`src/rtl/mutex_mon_pkg.sv`:
```
// Shared types and constants for the mutex/hold protocol monitor.
// Capture record is sized for the widest supported configuration.
package mutex_mon_pkg;

  localparam int MAX_N    = 32;
  localparam int MAX_TS_W = 32;

  localparam logic [1:0] KIND_NONE  = 2'b00;
  localparam logic [1:0] KIND_MUTEX = 2'b01;
  localparam logic [1:0] KIND_HOLD  = 2'b10;

  typedef logic [1:0] kind_t;

  typedef struct packed {
    kind_t                 kind;
    logic [MAX_N-1:0]      mask;
    logic [MAX_TS_W-1:0]   ts;
  } cap_t;

  function automatic kind_t kind_of(
    input logic is_mutex,
    input logic is_hold
  );
    kind_t k;
    k = KIND_NONE;
    if (is_mutex) k = k | KIND_MUTEX;
    if (is_hold)  k = k | KIND_HOLD;
    return k;
  endfunction

endpackage

```
`src/rtl/mon_popcount_ge2.sv`:
```
// Flags an N-bit vector with two or more bits set.
// Clearing the lowest set bit leaves a nonzero value only if another bit is set.
module mon_popcount_ge2 #(
  parameter int N = 4
) (
  input  logic [N-1:0] vec_i,
  output logic         ge2_o
);

  logic [N-1:0] less_one;

  assign less_one = vec_i - N'(1);
  assign ge2_o    = |(vec_i & less_one);

endmodule

```
`src/rtl/mutex_hold_monitor.sv`:
```
// Protocol monitor: at most one valid per cycle, and valids held until ready.
// Sticky flags, saturating count and a first-violation capture record.
module mutex_hold_monitor
  import mutex_mon_pkg::*;
#(
  parameter int N          = 4,
  parameter int CNT_W      = 8,
  parameter int TS_W       = 16,
  parameter bit HOLD_CHECK = 1'b1,
  parameter bit FATAL_EN   = 1'b1
) (
  input  logic             clock,
  input  logic             reset,
  input  logic             io_en,
  input  logic [N-1:0]     io_valid,
  input  logic [N-1:0]     io_ready,
  input  logic             io_clear,
  output logic             io_err_mutex,
  output logic             io_err_hold,
  output logic [CNT_W-1:0] io_err_count,
  output logic             io_first_valid,
  output logic [1:0]       io_first_kind,
  output logic [N-1:0]     io_first_mask,
  output logic [TS_W-1:0]  io_first_ts,
  output logic             io_viol
);

  logic [TS_W-1:0]  ts_q, ts_d;
  logic [N-1:0]     pend_q, pend_d;
  logic             err_mutex_q, err_mutex_d;
  logic             err_hold_q, err_hold_d;
  logic [CNT_W-1:0] cnt_q, cnt_d;
  logic             cap_valid_q, cap_valid_d;
  cap_t             cap_q, cap_d;
  logic             viol_q, viol_d;

  logic             multi;
  logic             mutex_hit;
  logic             hold_hit;
  logic             viol;
  logic [N-1:0]     drop_mask;
  logic [N-1:0]     offend_mask;
  logic             cap_unused;

  mon_popcount_ge2 #(
    .N (N)
  ) u_ge2 (
    .vec_i (io_valid),
    .ge2_o (multi)
  );

  always_comb begin
    drop_mask   = pend_q & ~io_valid;
    mutex_hit   = io_en & multi;
    hold_hit    = HOLD_CHECK & io_en & (|drop_mask);
    viol        = mutex_hit | hold_hit;
    offend_mask = ({N{mutex_hit}} & io_valid)
                | ({N{hold_hit}} & drop_mask);
  end

  // Pending mask drops to zero whenever checking is off, so re-enable is clean.
  always_comb begin
    ts_d   = ts_q + TS_W'(1);
    pend_d = io_valid & ~io_ready & {N{io_en}};
    if (io_clear) pend_d = '0;
  end

  always_comb begin
    err_mutex_d = err_mutex_q;
    err_hold_d  = err_hold_q;
    cnt_d       = cnt_q;
    cap_valid_d = cap_valid_q;
    cap_d       = cap_q;
    viol_d      = 1'b0;
    if (io_clear) begin
      err_mutex_d = 1'b0;
      err_hold_d  = 1'b0;
      cnt_d       = '0;
      cap_valid_d = 1'b0;
      cap_d       = '0;
    end else if (viol) begin
      viol_d      = 1'b1;
      err_mutex_d = err_mutex_q | mutex_hit;
      err_hold_d  = err_hold_q | hold_hit;
      if (cnt_q != {CNT_W{1'b1}}) cnt_d = cnt_q + CNT_W'(1);
      if (!cap_valid_q) begin
        cap_valid_d = 1'b1;
        cap_d.kind  = kind_of(mutex_hit, hold_hit);
        cap_d.mask  = MAX_N'(offend_mask);
        cap_d.ts    = MAX_TS_W'(ts_q);
      end
    end
  end

  always_ff @(posedge clock or posedge reset) begin
    if (reset) begin
      ts_q        <= '0;
      pend_q      <= '0;
      err_mutex_q <= 1'b0;
      err_hold_q  <= 1'b0;
      cnt_q       <= '0;
      cap_valid_q <= 1'b0;
      cap_q       <= '0;
      viol_q      <= 1'b0;
    end else begin
      ts_q        <= ts_d;
      pend_q      <= pend_d;
      err_mutex_q <= err_mutex_d;
      err_hold_q  <= err_hold_d;
      cnt_q       <= cnt_d;
      cap_valid_q <= cap_valid_d;
      cap_q       <= cap_d;
      viol_q      <= viol_d;
    end
  end

  assign io_err_mutex   = err_mutex_q;
  assign io_err_hold    = err_hold_q;
  assign io_err_count   = cnt_q;
  assign io_first_valid = cap_valid_q;
  assign io_first_kind  = cap_q.kind;
  assign io_first_mask  = cap_q.mask[N-1:0];
  assign io_first_ts    = cap_q.ts[TS_W-1:0];
  assign io_viol        = viol_q;

  // Record fields above N/TS_W bits are always zero.
  assign cap_unused = ^{cap_q.mask, cap_q.ts};

`ifndef SYNTHESIS
`ifndef PRINTF_COND
`define PRINTF_COND (!reset)
`endif
`ifndef STOP_COND
`define STOP_COND (!reset)
`endif
  always @(posedge clock) begin
    if (viol && `PRINTF_COND) begin
      if (!FATAL_EN || !cap_valid_q)
        $info("mutex_hold_monitor viol kind=%b mask=%b ts=%0d",
              kind_of(mutex_hit, hold_hit), offend_mask, ts_q);
    end
    if (viol && !cap_valid_q && FATAL_EN && `STOP_COND)
      $fatal(1, "mutex_hold_monitor stop on first violation");
  end
`endif

endmodule

```
`config.mk`:
```
export PLATFORM = sky130hd
export DESIGN_NAME = mutex_hold_monitor
export DESIGN_NICKNAME = d
export VERILOG_FILES = /design/src/rtl/mutex_mon_pkg.sv /design/src/rtl/mon_popcount_ge2.sv /design/src/rtl/mutex_hold_monitor.sv
export SDC_FILE = /design/constraint.sdc
export NUM_CORES = 1
export LEC_CHECK = 0
export BUFFER_PORTS_ARGS = -buffer_cell sky130_fd_sc_hd__buf_2
export CAP_MARGIN = 10
export CORE_MARGIN = 4
export CORE_UTILIZATION = 40
export CTS_BUF_LIST = sky130_fd_sc_hd__clkbuf_4 sky130_fd_sc_hd__clkbuf_8 sky130_fd_sc_hd__clkbuf_16
export CTS_CLUSTER_SIZE = 14
export DETAILED_ROUTE_END_ITERATION = 8
export SYNTH_ARGS = -nofsm -noshare
export SYNTH_HDL_FRONTEND = slang
export SYNTH_SLANG_ARGS = --single-unit
export TNS_END_PERCENT = 10
```
`constraint.sdc`:
```
create_clock -name clock -period 2.1 [get_ports clock]
set_clock_uncertainty 0.1 [all_clocks]
set_input_delay 0.105 -clock clock [delete_from_list [all_inputs] [get_ports clock]]
set_output_delay 0.105 -clock clock [all_outputs]
set_load 0.03 [all_outputs]
```
* Yosys cells after proc, flatten, opt, wreduce, memory -nomap -nowiden
Cells that the tools add are included.
** Word-level totals
- Register bits after elaboration :: 54
- Bits of input ports :: 12
- Output and inout port bits :: 34
- Logic and storage cells :: 52
** Cells by class
- $add $sub $neg :: 3
- Equality and inequality tests :: 2
- Muxes and demuxes :: 17
- Bitwise operators :: 14
- Reduce and logical (&&, ||, !) cells :: 6
** Operator list (number)
- two-way mux 66 bit :: 3
- bitwise AND 4 bit :: 6
- two-way mux 8 bit :: 3
- adder 16 x 1 -> 16 bit (second input constant) :: 1
- two-way mux 1 bit :: 9
- adder 8 x 1 -> 8 bit (second input constant) :: 1
- != test 8 bit (second input constant) :: 1
- NOT 4 bit :: 2
- OR reduction 4 bit :: 2
- two-way mux 4 bit :: 1
- OR 4 bit :: 1
- AND reduction 2 bit :: 2
- nonzero test 2 bit :: 2
- subtractor 4 x 1 -> 4 bit (second input constant) :: 1
- OR 1 bit :: 3
- bitwise AND 1 bit :: 2
- two-way mux 2 bit :: 1
- != test 2 bit (second input constant) :: 1

* Logic depth before layout (Yosys ltp)
Gate-level depths: netlist of run 1.
- Depth after elaboration :: 9
- Mapped depth :: 6
- Depth with buffers taken out :: 5

* Cells and area by module
Synthesis of run 1 repeated with hierarchy kept, for this count alone.
** Second synthesis, totals
- Cell total of the unflattened synthesis :: 220
- Area total of the unflattened synthesis :: 2509.9 um^2
** Modules (own cells, without submodules)
- mutex_hold_monitor :: instances 1, cells an instance 217, area an instance 2491.1 um^2, sequential area each 1351.3 um^2
- mon_popcount_ge2 :: instances 1, cells an instance 3, area an instance 18.8 um^2, sequential area each 0.0 um^2

* Worst setup path after synthesis of run 1
OpenSTA, ideal clock, no wires.
- Kind :: register to register
- From :: register cnt_q[0], in the netlist io_err_count[0]
- To :: register cnt_q[3], in the netlist io_err_count[3]
- Setup time :: 125 ps
- Arrival :: 1702 ps
- Data required time :: 1875 ps
- Path slack :: 173 ps
- Stages on the path, launching flop included :: 6
- Path buffers :: 0
- Period minus slack after synthesis :: 1927 ps
- Path through :: dfrtp_1 -> ha_1 -> nand2_1 -> nor3_1 -> a211oi_1 -> mux2_2
** Between the ends
- Word-level cells in the longest chain between the ends :: 4
- Elaborated cells on any way between the ends :: 7
- Classes of those cells :: 1 x add/sub; 1 x eq/ne; 3 x mux; 2 x reduce/logical
** Ends and longest elaborated chain
- from (decl) :: line mutex_hold_monitor.sv:32 : logic [CNT_W-1:0] cnt_q, cnt_d;
- from (signal assigned) :: line mutex_hold_monitor.sv:110 : cnt_q <= cnt_d;
- adder 8 x 1 -> 8 bit :: line mutex_hold_monitor.sv:85 : if (cnt_q != {CNT_W{1'b1}}) cnt_d = cnt_q + CNT_W'(1);
- two-way mux 8 bit :: line mutex_hold_monitor.sv:85
- two-way mux 8 bit :: line mutex_hold_monitor.sv:81 : end else if (viol) begin
- two-way mux 8 bit :: line mutex_hold_monitor.sv:75 : if (io_clear) begin
Several ways; a longest one is shown, not always the timed one. The select of a mux whose other input is x is not followed.
A chain may end at the register's enable or synchronous reset.

* Worst setup path after layout of run 1
- From :: register pend_q[1]
- To :: register cnt_q[6], in the netlist io_err_count[6]
** Between the ends
- Word-level cells in the longest chain between the ends :: 6
** Ends and longest elaborated chain
- from (decl) :: line mutex_hold_monitor.sv:29 : logic [N-1:0] pend_q, pend_d;
- from (signal assigned) :: line mutex_hold_monitor.sv:107 : pend_q <= pend_d;
- bitwise AND 4 bit :: line mutex_hold_monitor.sv:53 : drop_mask = pend_q & ~io_valid;
- OR reduction 4 bit :: line mutex_hold_monitor.sv:55 : hold_hit = HOLD_CHECK & io_en & (|drop_mask);
- bitwise AND 1 bit :: line mutex_hold_monitor.sv:55
- OR 1 bit :: line mutex_hold_monitor.sv:56 : viol = mutex_hit | hold_hit;
- nonzero test 2 bit (no source line)
- AND reduction 2 bit (no source line)
No other way between the ends.

==> run metrics, run 1 <==
Seq cells post-synth=54; Worst-path clk slew=0.10 ns; Final Hold Fails=0; Critical Path Start Type=flop; pwr dens=643 mW/mm2; sequential cell area fraction in the yosys report=52.3%; Routed Antenna Nets=0; total CTS buffers=5; top post-synthesis cells by area=dfrtp_1, o2111ai_1, inv_1; worst-skew pair later-pin latency=a little over 0.3 ns; Gate power share=13.7%; worst hold stages=2; chip width=88.4 um; # DRC=0; total core area=between 0.006 and 0.007 mm2; I/O Buffers=45; post-synthesis cell type count=45; peak supply drop=approximately 0.35 mV; Switching Share=28.1%; Bufs on Longest Clock Path=2; cts repair resizes=0; Critical Path Max Stage Delay=0.47 ns; number of flops mapped to enable cells by yosys=0; ys async rst share=between 90% and 100%; P_leak=1.42 nW; global route overflow=0; wire length on met3=284 um; drt first pass iters=4; worst-margin pin slew=0.611 ns; crit-path cells=nor2b_2, o41a_1, buf_12, o2111a_1, a211oi_1; clk sinks=54; row count=29; Via density=5.28; WL/cell=15.0 um; CTS tree=built; most common cell in the netlist=dfrtp_1; share of layout cells above drive strength 1=26.9%; CP delay by family, top=compound AO/OA/AOI/OAI gates; Hold Path Class=primary input to flop; Clk pwr share=31.8%; routability cong.=between 0.7 and 0.8; Root Buffer=clkbuf_8; RSZ-0062 raised after global routing=no; Final nets=314; DRT iter0 DRCs=between 90 and 100; Slew Limit Fails=0; Rel. slew slack=59.3%; Vias=between 1500 and 2000; synth cell count leaders=dfrtp_1, inv_1, o21ai_0; Synth area leader=dfrtp_1; antenna violations before repair=0; Critical path buffers and inverters=1; Total Wirelength=about 5700 um; die area=0.00781 mm2; worst path arrival time=1.95 ns; vias in the first global route=1961; Mapped Cells=243; Max Freq=approximately 550 MHz; setup violators final=0; Final TNS setup=0 ns; max-cap viol count=0; Total GRT Usage=15.8%; post-DP HPWL=between 4000 and 5000 um; status=finished, final reports clean; Mapped Nets=257; area share of the largest cell type after synthesis=52.3%; # hold bufs at CTS=5; Antenna Cells=0; R2R cell count=5; Die Y=approximately 88 um; # H-tree levels=2; post-synthesis cell area=0.00258 mm2; wire length on met2=2720 um; minimum clock period=around 1.8 ns; WP data required=2.22 ns; Pint=around 1.4 mW; area added between synthesis and finish=19.7%; Top Metal Used=met4; IO Count=46; Post-CTS Setup Inserts=0; Met1 Wirelength=2630 um; Synth Flop Type=dfrtp_1; first-pass GRT wire length=9670 um; largest net degree at the start of global routing=22; Crit. End Element=flop; Net Switching=0.560 mW; worst-path maximum fanout=19; end-of-flow core utilization=49.0%; synth warn=0; Mean Syn Cell Area=approximately 11 um2; stages on the worst setup path=5; period utilization=between 80% and 90%; Seq pwr share=between 50% and 60%; Setup CP Type=flop to flop; critical path's slowest cell=o41a_1; Starting Density=40.9%
## power groups by stage
stage	logic, mW	registers (mW)	clock network, mW
2_1_floorplan	0.121	1.16	0
3_3_place_gp	0.264	1.11	0
3_5_place_dp	0.268	1.11	0
4_1_cts	0.275	1.09	0.659
5_1_grt	0.301	1.09	0.697
6_report	0.272	1.09	0.632
## sequential cells by signal (all words and copies together) (netlist names), 2 cells and up
signal and cells:
io_first_mask 4, io_err_count 8, pend_q 4, io_first_kind 2
ts_q 16, io_first_ts 16
## path summary, 6_finish.rpt
| path | from | endpoint | slack, ns |
|---|---|---|---|
| setup reg to reg | pend_q[1]$_DFF_PP0_ | io_err_count[6]$_DFFE_PP0P_ | 0.27 |
| hold reg to reg | ts_q[15]$_DFF_PP0_ | ts_q[15]$_DFF_PP0_ | 0.38 |
| max in group asynchronous | reset | io_err_count[0]$_DFFE_PP0P_ | 1.06 |
| min in group asynchronous | reset | io_first_ts[8]$_DFFE_PP0P_ | 0.22 |
| hold / removal | io_clear | io_first_valid$_DFFE_PP0P_ | 0.01 |
| setup / recovery | pend_q[1]$_DFF_PP0_ | io_err_count[6]$_DFFE_PP0P_ | 0.27 |
## metal layers
layer | vias up | track usage (%)
met5 | - | 0
met4 | 0 | 2.47
met3 | 5 | 4.00
met2 | 41 | 26.0
met1 | 964 | 21.4
li1 | 985 | -
## stage by stage
stage | setup slack [ns] | instances | instance area, um2 | hold WS (ns) | total power [mW]
after global placement | 0.337 | 365 | 2940 | 0.0283 | 1.37
final | 0.271 | 378 | 3090 | 0.0134 | 1.99
after detailed placement | 0.294 | 365 | 2940 | 0.0332 | 1.37
after CTS | 0.256 | 378 | 3090 | 0.00245 | 2.02
after floorplan | 0.173 | 243 | 2580 | 0.0753 | 1.28
after global routing | 0.0422 | 378 | 3090 | 0.0143 | 2.09
## cells by family after synthesis
kind of cell | Yosys count | synth area share [%]
AOI/OAI and AO/OA | 62 | 18.3
xor gates and xnor gates | 14 | 4.75
adders and majority gates | 3 | 1.40
buffers and inverters | 41 | 6.73
DFF | 54 | 52.3
muxes | 8 | 3.53
and+or+nand+nor | 61 | 13.0
## cell type report
| class | instances | area (um2) |
|---|---|---|
| clock buffers | 6 | 82.6 |
| flip-flops and latches | 54 | 1350 |
| well taps | 77 | 96.3 |
| inverters | 29 | 109 |
| repair buffers | 62 | 378 |
| fillers | 610 | 3220 |
| clock inverters | 2 | 16.3 |
| multi-input cells | 148 | 1060 |
## layout by cell type (no fill, tap or decap), types with 6 or more instances in the layout
cell type   n
dfrtp_1    54
buf_2      45
inv_1      26
o21ai_0    20
o2111ai_1  16
nor2_1     11
buf_4      11
a211oi_1    9
nand2_1     9
nand3_1     9
xnor2_1     9
nor2b_1     6
nand4_1     6
clkbuf_8    6
No activity file was read; power rests on OpenSTA's default activity.
==> inputs of run 2 (changes only) <==
Settings changed: RECOVER_POWER set to 100.
Clock period 2.1 ns to 2.2 ns, I/O delays scaled along.
==> run 2 against run 1 <==
- design area fell by 3.2%
- critical path depth rose by 3
- global-route usage fell by 0.21 points
- final cell count fell by 0.79%
- utilization fell by 1.6 points
- power fell by 7.8%
- count of clock-buffer cells in the layout did not move
- setup slack got worse by 0.033 ns
- first-iteration DRC count fell by 7.3%
- worst hold slack improved by 0.0035 ns
- combinational power fell by 10%
- sequential share of layout area rose by 1.5 points
- critical endpoint is now io_err_count[2]$_DFFE_PP0P_
==> run metrics, run 2 (synthesized netlist as in run 1, its figures left out) <==
crit-path cells=dlygate4sd3_1, clkbuf_1, buf_4, nand2b_1, nor3_1, buf_4, a211oi_1, a211oi_1; worst path arrival time=2.07 ns (+0.12 ns); # DRC=0 (unchanged); Bufs on Longest Clock Path=2 (unchanged); worst-path maximum fanout=10 (-9); Post-CTS Setup Inserts=0 (unchanged); worst-margin pin slew=1.06 ns (+0.450 ns); P_leak=1.26 nW (-11%); Pint=1.33 mW (-6.7%); Total Wirelength=5650 um (-0.30%); Antenna Cells=0 (unchanged); Gate power share=13.3% (-0.4 points); largest net degree at the start of global routing=29 (+32%); Via density=5.39 (+2.2%); drt first pass iters=4 (unchanged); worst reg2reg path startpoint=pend_q[2]$_DFF_PP0_; Seq pwr share=56.5% (+1.9 points); # H-tree levels=2 (unchanged); peak supply drop=0.279 mV (-20%); worst-skew pair later-pin latency=0.31 ns (about the same); post-DP HPWL=4040 um (-1.2%); RSZ-0062 raised after global routing=no; die area=0.00781 mm2 (unchanged); area added between synthesis and finish=15.8%; r2r setup slk=0.28 ns (about the same); pwr dens=613 mW/mm2 (-4.7%); CTS tree=built; total core area=0.00631 mm2 (unchanged); I/O Buffers=45 (unchanged); max-cap viol count=0 (unchanged); antenna violations before repair=0 (unchanged); Final TNS setup=0 ns (unchanged); WL/cell=15.1 um (+0.50%); Worst-path clk slew=0.09 ns (about the same); DP Cell Count=363 (-0.55%); chip width=88.4 um (unchanged); Critical path buffers and inverters=4 (+3); WP data required=2.31 ns (+0.09 ns); R2R cell count=4 (-1); clk sinks=54 (unchanged); worst hold stages=2 (unchanged); Rel. slew slack=29.2% (-30 points); period utilization=89.2%; Setup CP Type=primary input to flop; Hold Crit Start=io_valid[2]; total power=1.83 mW (-7.8%); Worst Hold End=pend_q[2]$_DFF_PP0_; Total GRT Usage=15.5% (-0.21 points); first-pass GRT wire length=9510 um (-1.7%); Hold Path Class=primary input to flop; Critical Path Max Stage Delay=0.54 ns (+0.07 ns); vias in the first global route=1950 (-0.56%); Starting Density=40.9% (unchanged); Routed Antenna Nets=0 (unchanged); minimum clock period=1.96 ns; DRT iter0 DRCs=89 (-7.3%); share of layout cells above drive strength 1=12.4% (-14 points); Non-Filler Instances=375 (-0.79%); Area after DPL=0.00292 mm2 (-0.94%); CP delay by family, top=buffers and inverters; Slew Limit Fails=0 (unchanged); Vias=2022 (+1.4%); setup violators final=0 (unchanged); routability cong.=0.744 (+0.89%); Critical Path Start Type=primary input; Die Y=88.4 um (unchanged); row count=29 (unchanged); Switching Share=27.3% (-0.88 points); Clk pwr share=30.2% (-1.6 points); total CTS buffers=5 (unchanged); Finished Cell Area=0.00299 mm2 (-3.2%); Max Freq=510 MHz; Root Buffer=clkbuf_8; Final nets=313 (-0.32%); global route overflow=0 (unchanged); IO Count=46 (unchanged); status=finished, final reports clean; R2R Path End=io_first_mask[3]$_DFFE_PP0P_; Net Switching=0.500 mW (-11%); Final Hold Fails=0 (unchanged); end-of-flow core utilization=47.4% (-1.6 points); commonest non-fill, non-tap cell in the layout=dfrtp_1; most frequent cells in the layout=dfrtp_1, clkbuf_1, inv_1; fill count=621 (+1.8%); Crit. End Element=flop; critical path's slowest cell=dlygate4sd3_1
run 2: per-stage QoR:
stage,worst slack [ns],hold slack [ns]
4_1_cts,0.198,0.0137
2_1_floorplan,0.273,0.0803
3_5_place_dp,0.219,0.111
6_report,0.238,0.0168
5_1_grt,0.0705,0.00756
3_3_place_gp,0.268,0.108
run 2: metal layers:
layer  GRT usage (%)  wire length, um
met2            25.4             2640
met4            4.67               80
met1            20.8             2680
met5               0                0
met3            3.35              253
run 2: worst reg2reg max path: stages (launching register included):
cell and delay [ns]:
dfrtp_1 0.35, nor2b_1 0.35, nor4_1 0.11, o221ai_1 0.50, mux2_2 0.41
run 2: power by group through the flow:
| stage | Sequential [mW] | Combinational [mW] | Clock, mW |
|---|---|---|---|
| finish | 1.04 | 0.244 | 0.554 |
| global route | 1.04 | 0.271 | 0.614 |
| CTS | 1.04 | 0.260 | 0.572 |
| detailed placement | 1.06 | 0.251 | 0 |
| global placement | 1.06 | 0.248 | 0 |
| floorplan | 1.10 | 0.116 | 0 |
run 2: cell type report:
type | count | area, um2 | share of cell area (%)
flip-flops and latches | 54 | 1350 | 45.2
multi-input cells | 148 | 1050 | 35.0
repair buffers | 61 | 304 | 10.2
inverters | 29 | 109 | 3.64
well taps | 77 | 96.3 | 3.22
clock buffers | 6 | 82.6 | 2.76
run 2: worst max-delay path by stage:
stage                                     start                          end  slack, ns  cells after the start
floorplan           io_err_count[0]$_DFFE_PP0P_  io_err_count[3]$_DFFE_PP0P_       0.27                      5
global placement            pend_q[2]$_DFF_PP0_  io_err_count[6]$_DFFE_PP0P_       0.27                      4
detailed placement          pend_q[2]$_DFF_PP0_  io_err_count[2]$_DFFE_PP0P_       0.22                      4
CTS                         pend_q[2]$_DFF_PP0_  io_err_count[2]$_DFFE_PP0P_       0.20                      4
global route                pend_q[3]$_DFF_PP0_   io_first_ts[1]$_DFFE_PP0P_       0.07                      5
finish                                 io_clear  io_err_count[2]$_DFFE_PP0P_       0.24                      8
run 2: repair_timing:
action,in CTS,in global routing
hold endpoints to repair,31,0
hold buffers,6,0
resized for setup,0,1
setup endpoints to repair,0,2
==> inputs of run 3 (changes only) <==
Settings changed: SYNTH_HIERARCHICAL set to 1.
==> run 3 against run 2 <==
- power grew 4.2%
- global-route usage shrank 0.98 points
- via count shrank 12%
- combinational power grew 21%
- critical path depth shrank 3
- final cell count shrank 6.1%
- area after synthesis shrank 2.9%
- design area shrank 1.7%
- critical path type is now flop to flop
- largest cell class unchanged
==> run metrics, run 3 <==
status=finished, final reports clean; sequential cell area fraction in the yosys report=53.8% (+1.5 points); most common cell in the netlist=dfrtp_1; Final nets=292 (-6.7%); Slew Limit Fails=0 (unchanged); Gate power share=15.5% (+2.2 points); I/O Buffers=45 (unchanged); Mapped Nets=234 (-8.9%); Die Y=87.2 um (-1.3%); Final Hold Fails=0 (unchanged); vias in the first global route=1850 (-5.1%); Seq pwr share=55.7% (-0.8 points); Clk pwr share=28.8% (-1.4 points); minimum clock period=1.82 ns (-0.144 ns); Simple-Gate Fraction of Synth Area=17.3% (+4.3 points); end-of-flow core utilization=49.1% (+1.7 points); setup violators final=0 (unchanged); IO Count=46 (unchanged); RSZ-0062 raised after global routing=no; Seq cells post-synth=54 (unchanged); global route overflow=0 (unchanged); pwr dens=649 mW/mm2 (+6.0%); Hold Path Class=primary input to flop; ys async rst share=100% (unchanged); Total GRT Usage=14.6% (-0.98 points); Via density=5.03 (-6.7%); Root Buffer=clkbuf_8; # H-tree levels=2 (unchanged); CTS tree=built; WP data required=2.30 ns (about the same); Max Freq=550 MHz (+7.9%); post-DP HPWL=3570 um (-11%); area share of the largest cell type after synthesis=53.8% (+1.5 points); synthesized-area fraction occupied by adder cells=0.997% (-0.41 points); Antenna Cells=0 (unchanged); top post-synthesis cells by area=dfrtp_1, mux2_1, nor2b_1; P_leak=1.35 nW (+7.1%); worst-margin pin slew=0.987 ns (-0.0741 ns); routability cong.=0.737 (-1.0%); Synth Area in XOR/XNOR=4.89% (+0.14 points); Starting Density=41.9% (+0.97 points); synth warn=6 (+6); die area=0.00761 mm2 (-2.6%); fill count=572 (-7.9%); Final TNS setup=0 ns (unchanged); Critical Path Start Type=flop; Synth Flop Type=dfrtp_1; Crit. End Element=flop; area added between synthesis and finish=17.2%; first-pass GRT wire length=8760 um (-7.9%); number of flops mapped to enable cells by yosys=0 (unchanged); post-synthesis mux area share=10.3% (+6.7 points); commonest non-fill, non-tap cell in the layout=dfrtp_1; share of layout cells above drive strength 1=10.1% (-2.3 points); max-cap viol count=0 (unchanged); Mapped Cells=220 (-9.5%); worst-skew pair later-pin latency=0.30 ns (about the same); peak supply drop=0.276 mV (-1.3%); chip width=87.2 um (-1.3%); worst-path maximum fanout=9 (-1); WL/cell=14.3 um (-5.3%); worst path arrival time=1.92 ns (-0.15 ns); Routed Antenna Nets=0 (unchanged); clk sinks=54 (unchanged); Mean Syn Cell Area=11.4 um2 (+7.3%); total CTS buffers=5 (unchanged); DRT iter0 DRCs=60 (-33%); row count=28 (-3.4%); largest net degree at the start of global routing=31 (+6.9%); antenna violations before repair=0 (unchanged); Bufs on Longest Clock Path=2 (unchanged); Worst-path clk slew=0.09 ns (about the same); most frequent cells in the layout=dfrtp_1, clkbuf_1, nor2b_1; Vias=1770 (-12%); compound-gate portion of the synthesized area=8.77% (-9.5 points); Rel. slew slack=34.1% (+4.9 points); r2r setup slk=0.38 ns (+0.10 ns); Switching Share=28.1% (+0.82 points); Pint=1.37 mW (+3.0%); period utilization=82.6% (-6.6 points); cts repair resizes=0 (unchanged); Synth area leader=dfrtp_1; post-synthesis cell area=0.00251 mm2 (-2.9%); Total Wirelength=5020 um (-11%); total core area=0.00599 mm2 (-5.1%); largest family of logic cells by synthesized area=simple AND/OR/NAND/NOR gates; # DRC=0 (unchanged); drt first pass iters=3 (-1); Setup CP Type=flop to flop; synth cell count leaders=dfrtp_1, nor2b_1, mux2_1; post-synthesis cell type count=38 (-16%); Net Switching=0.536 mW (+7.3%)
-- run 3: changes by cell type after synthesis, sizes merged, moves of 2 or more --
cell | previous run | this run
a211o | 0 | 2
a21oi | 1 | 10
clkinv | 2 | 0
inv | 27 | 11
mux2 | 6 | 22
nor2 | 11 | 13
nor2b | 8 | 21
nor3 | 5 | 2
o2111ai | 16 | 0
o211ai | 2 | 0
o21ai | 20 | 0
o21bai | 0 | 2
o22ai | 4 | 6
o41ai | 2 | 0
-- run 3: worst max-delay path, cell delays in order (launching register included) --
cell,delay [ns]
dfrtp_1,0.44
ha_1,0.28
nand4b_1,0.13
o22ai_2,0.15
a21oi_1,0.25
mux2_2,0.36
-- run 3: cells by family (layout without fill, tap and decap cells) --
| logic type | after synthesis | after routing |
|---|---|---|
| muxes | 23 | 23 |
| and+or+nand+nor | 74 | 74 |
| DFF | 54 | 54 |
| adders and majority gates | 2 | 2 |
| buffers and inverters | 21 | 78 |
| AOI/OAI and AO/OA | 32 | 32 |
| xor gates and xnor gates | 14 | 14 |
-- run 3: area by class of cell --
type	instances	area [um2]	area share, %
tap	75	93.8	3.19
timing repair buffer	61	333	11.3
sequential	54	1350	45.9
clock buffer	6	82.6	2.81
inverter	11	41.3	1.40
multi-input combinational	145	1040	35.3
-- run 3: stage by stage --
stage | hold WS [ns] | setup WS [ns] | instances | power (mW) | area (um2)
5_1_grt | 0.0541 | 0.239 | 352 | 2.01 | 2940
4_1_cts | 0.0192 | 0.424 | 352 | 1.96 | 3010
2_1_floorplan | 0.0803 | 0.444 | 220 | 1.29 | 2510
6_report | 0.0218 | 0.382 | 352 | 1.91 | 2940
3_5_place_dp | 0.0956 | 0.408 | 337 | 1.39 | 2840
3_3_place_gp | 0.0947 | 0.439 | 337 | 1.38 | 2840
-- run 3: power groups by stage --
stage                     combinational (mW)  clock [mW]  sequential, mW
after detailed placement               0.305           0            1.08
after global routing                   0.325       0.614            1.07
after CTS                              0.316       0.579            1.06
final                                  0.296       0.550            1.06
after global placement                 0.302           0            1.08
after floorplan                        0.137           0            1.15
-- run 3: routing by layer --
metal	global-route usage, %	share of wire (%)	vias to the layer above	routed length, um
met2	23.1	47	32	2340
li1	-	-	880	-
met4	5.02	1.2	0	61
met1	19.3	47	852	2360
met3	3.88	5.2	6	263
met5	0	0	-	0
-- run 3: timing repair --
item	in CTS	in global routing
buffers inserted	0	0
hold endpoints to repair	28	0
setup endpoints to repair	0	0
hold buffers	9	0
-- run 3: worst paths after layout --
check | endpoint | startpoint | cells after the start
max in group asynchronous | ts_q[6]$_DFF_PP0_ | reset | 4
hold reg to reg | ts_q[15]$_DFF_PP0_ | ts_q[15]$_DFF_PP0_ | 1
hold / removal | io_err_mutex$_DFFE_PP0P_ | io_en | 3
setup / recovery | io_err_count[1]$_DFFE_PP0P_ | io_err_count[0]$_DFFE_PP0P_ | 5
setup reg to reg | io_err_count[1]$_DFFE_PP0P_ | io_err_count[0]$_DFFE_PP0P_ | 5
min in group asynchronous | io_first_ts[15]$_DFFE_PP0P_ | reset | 3
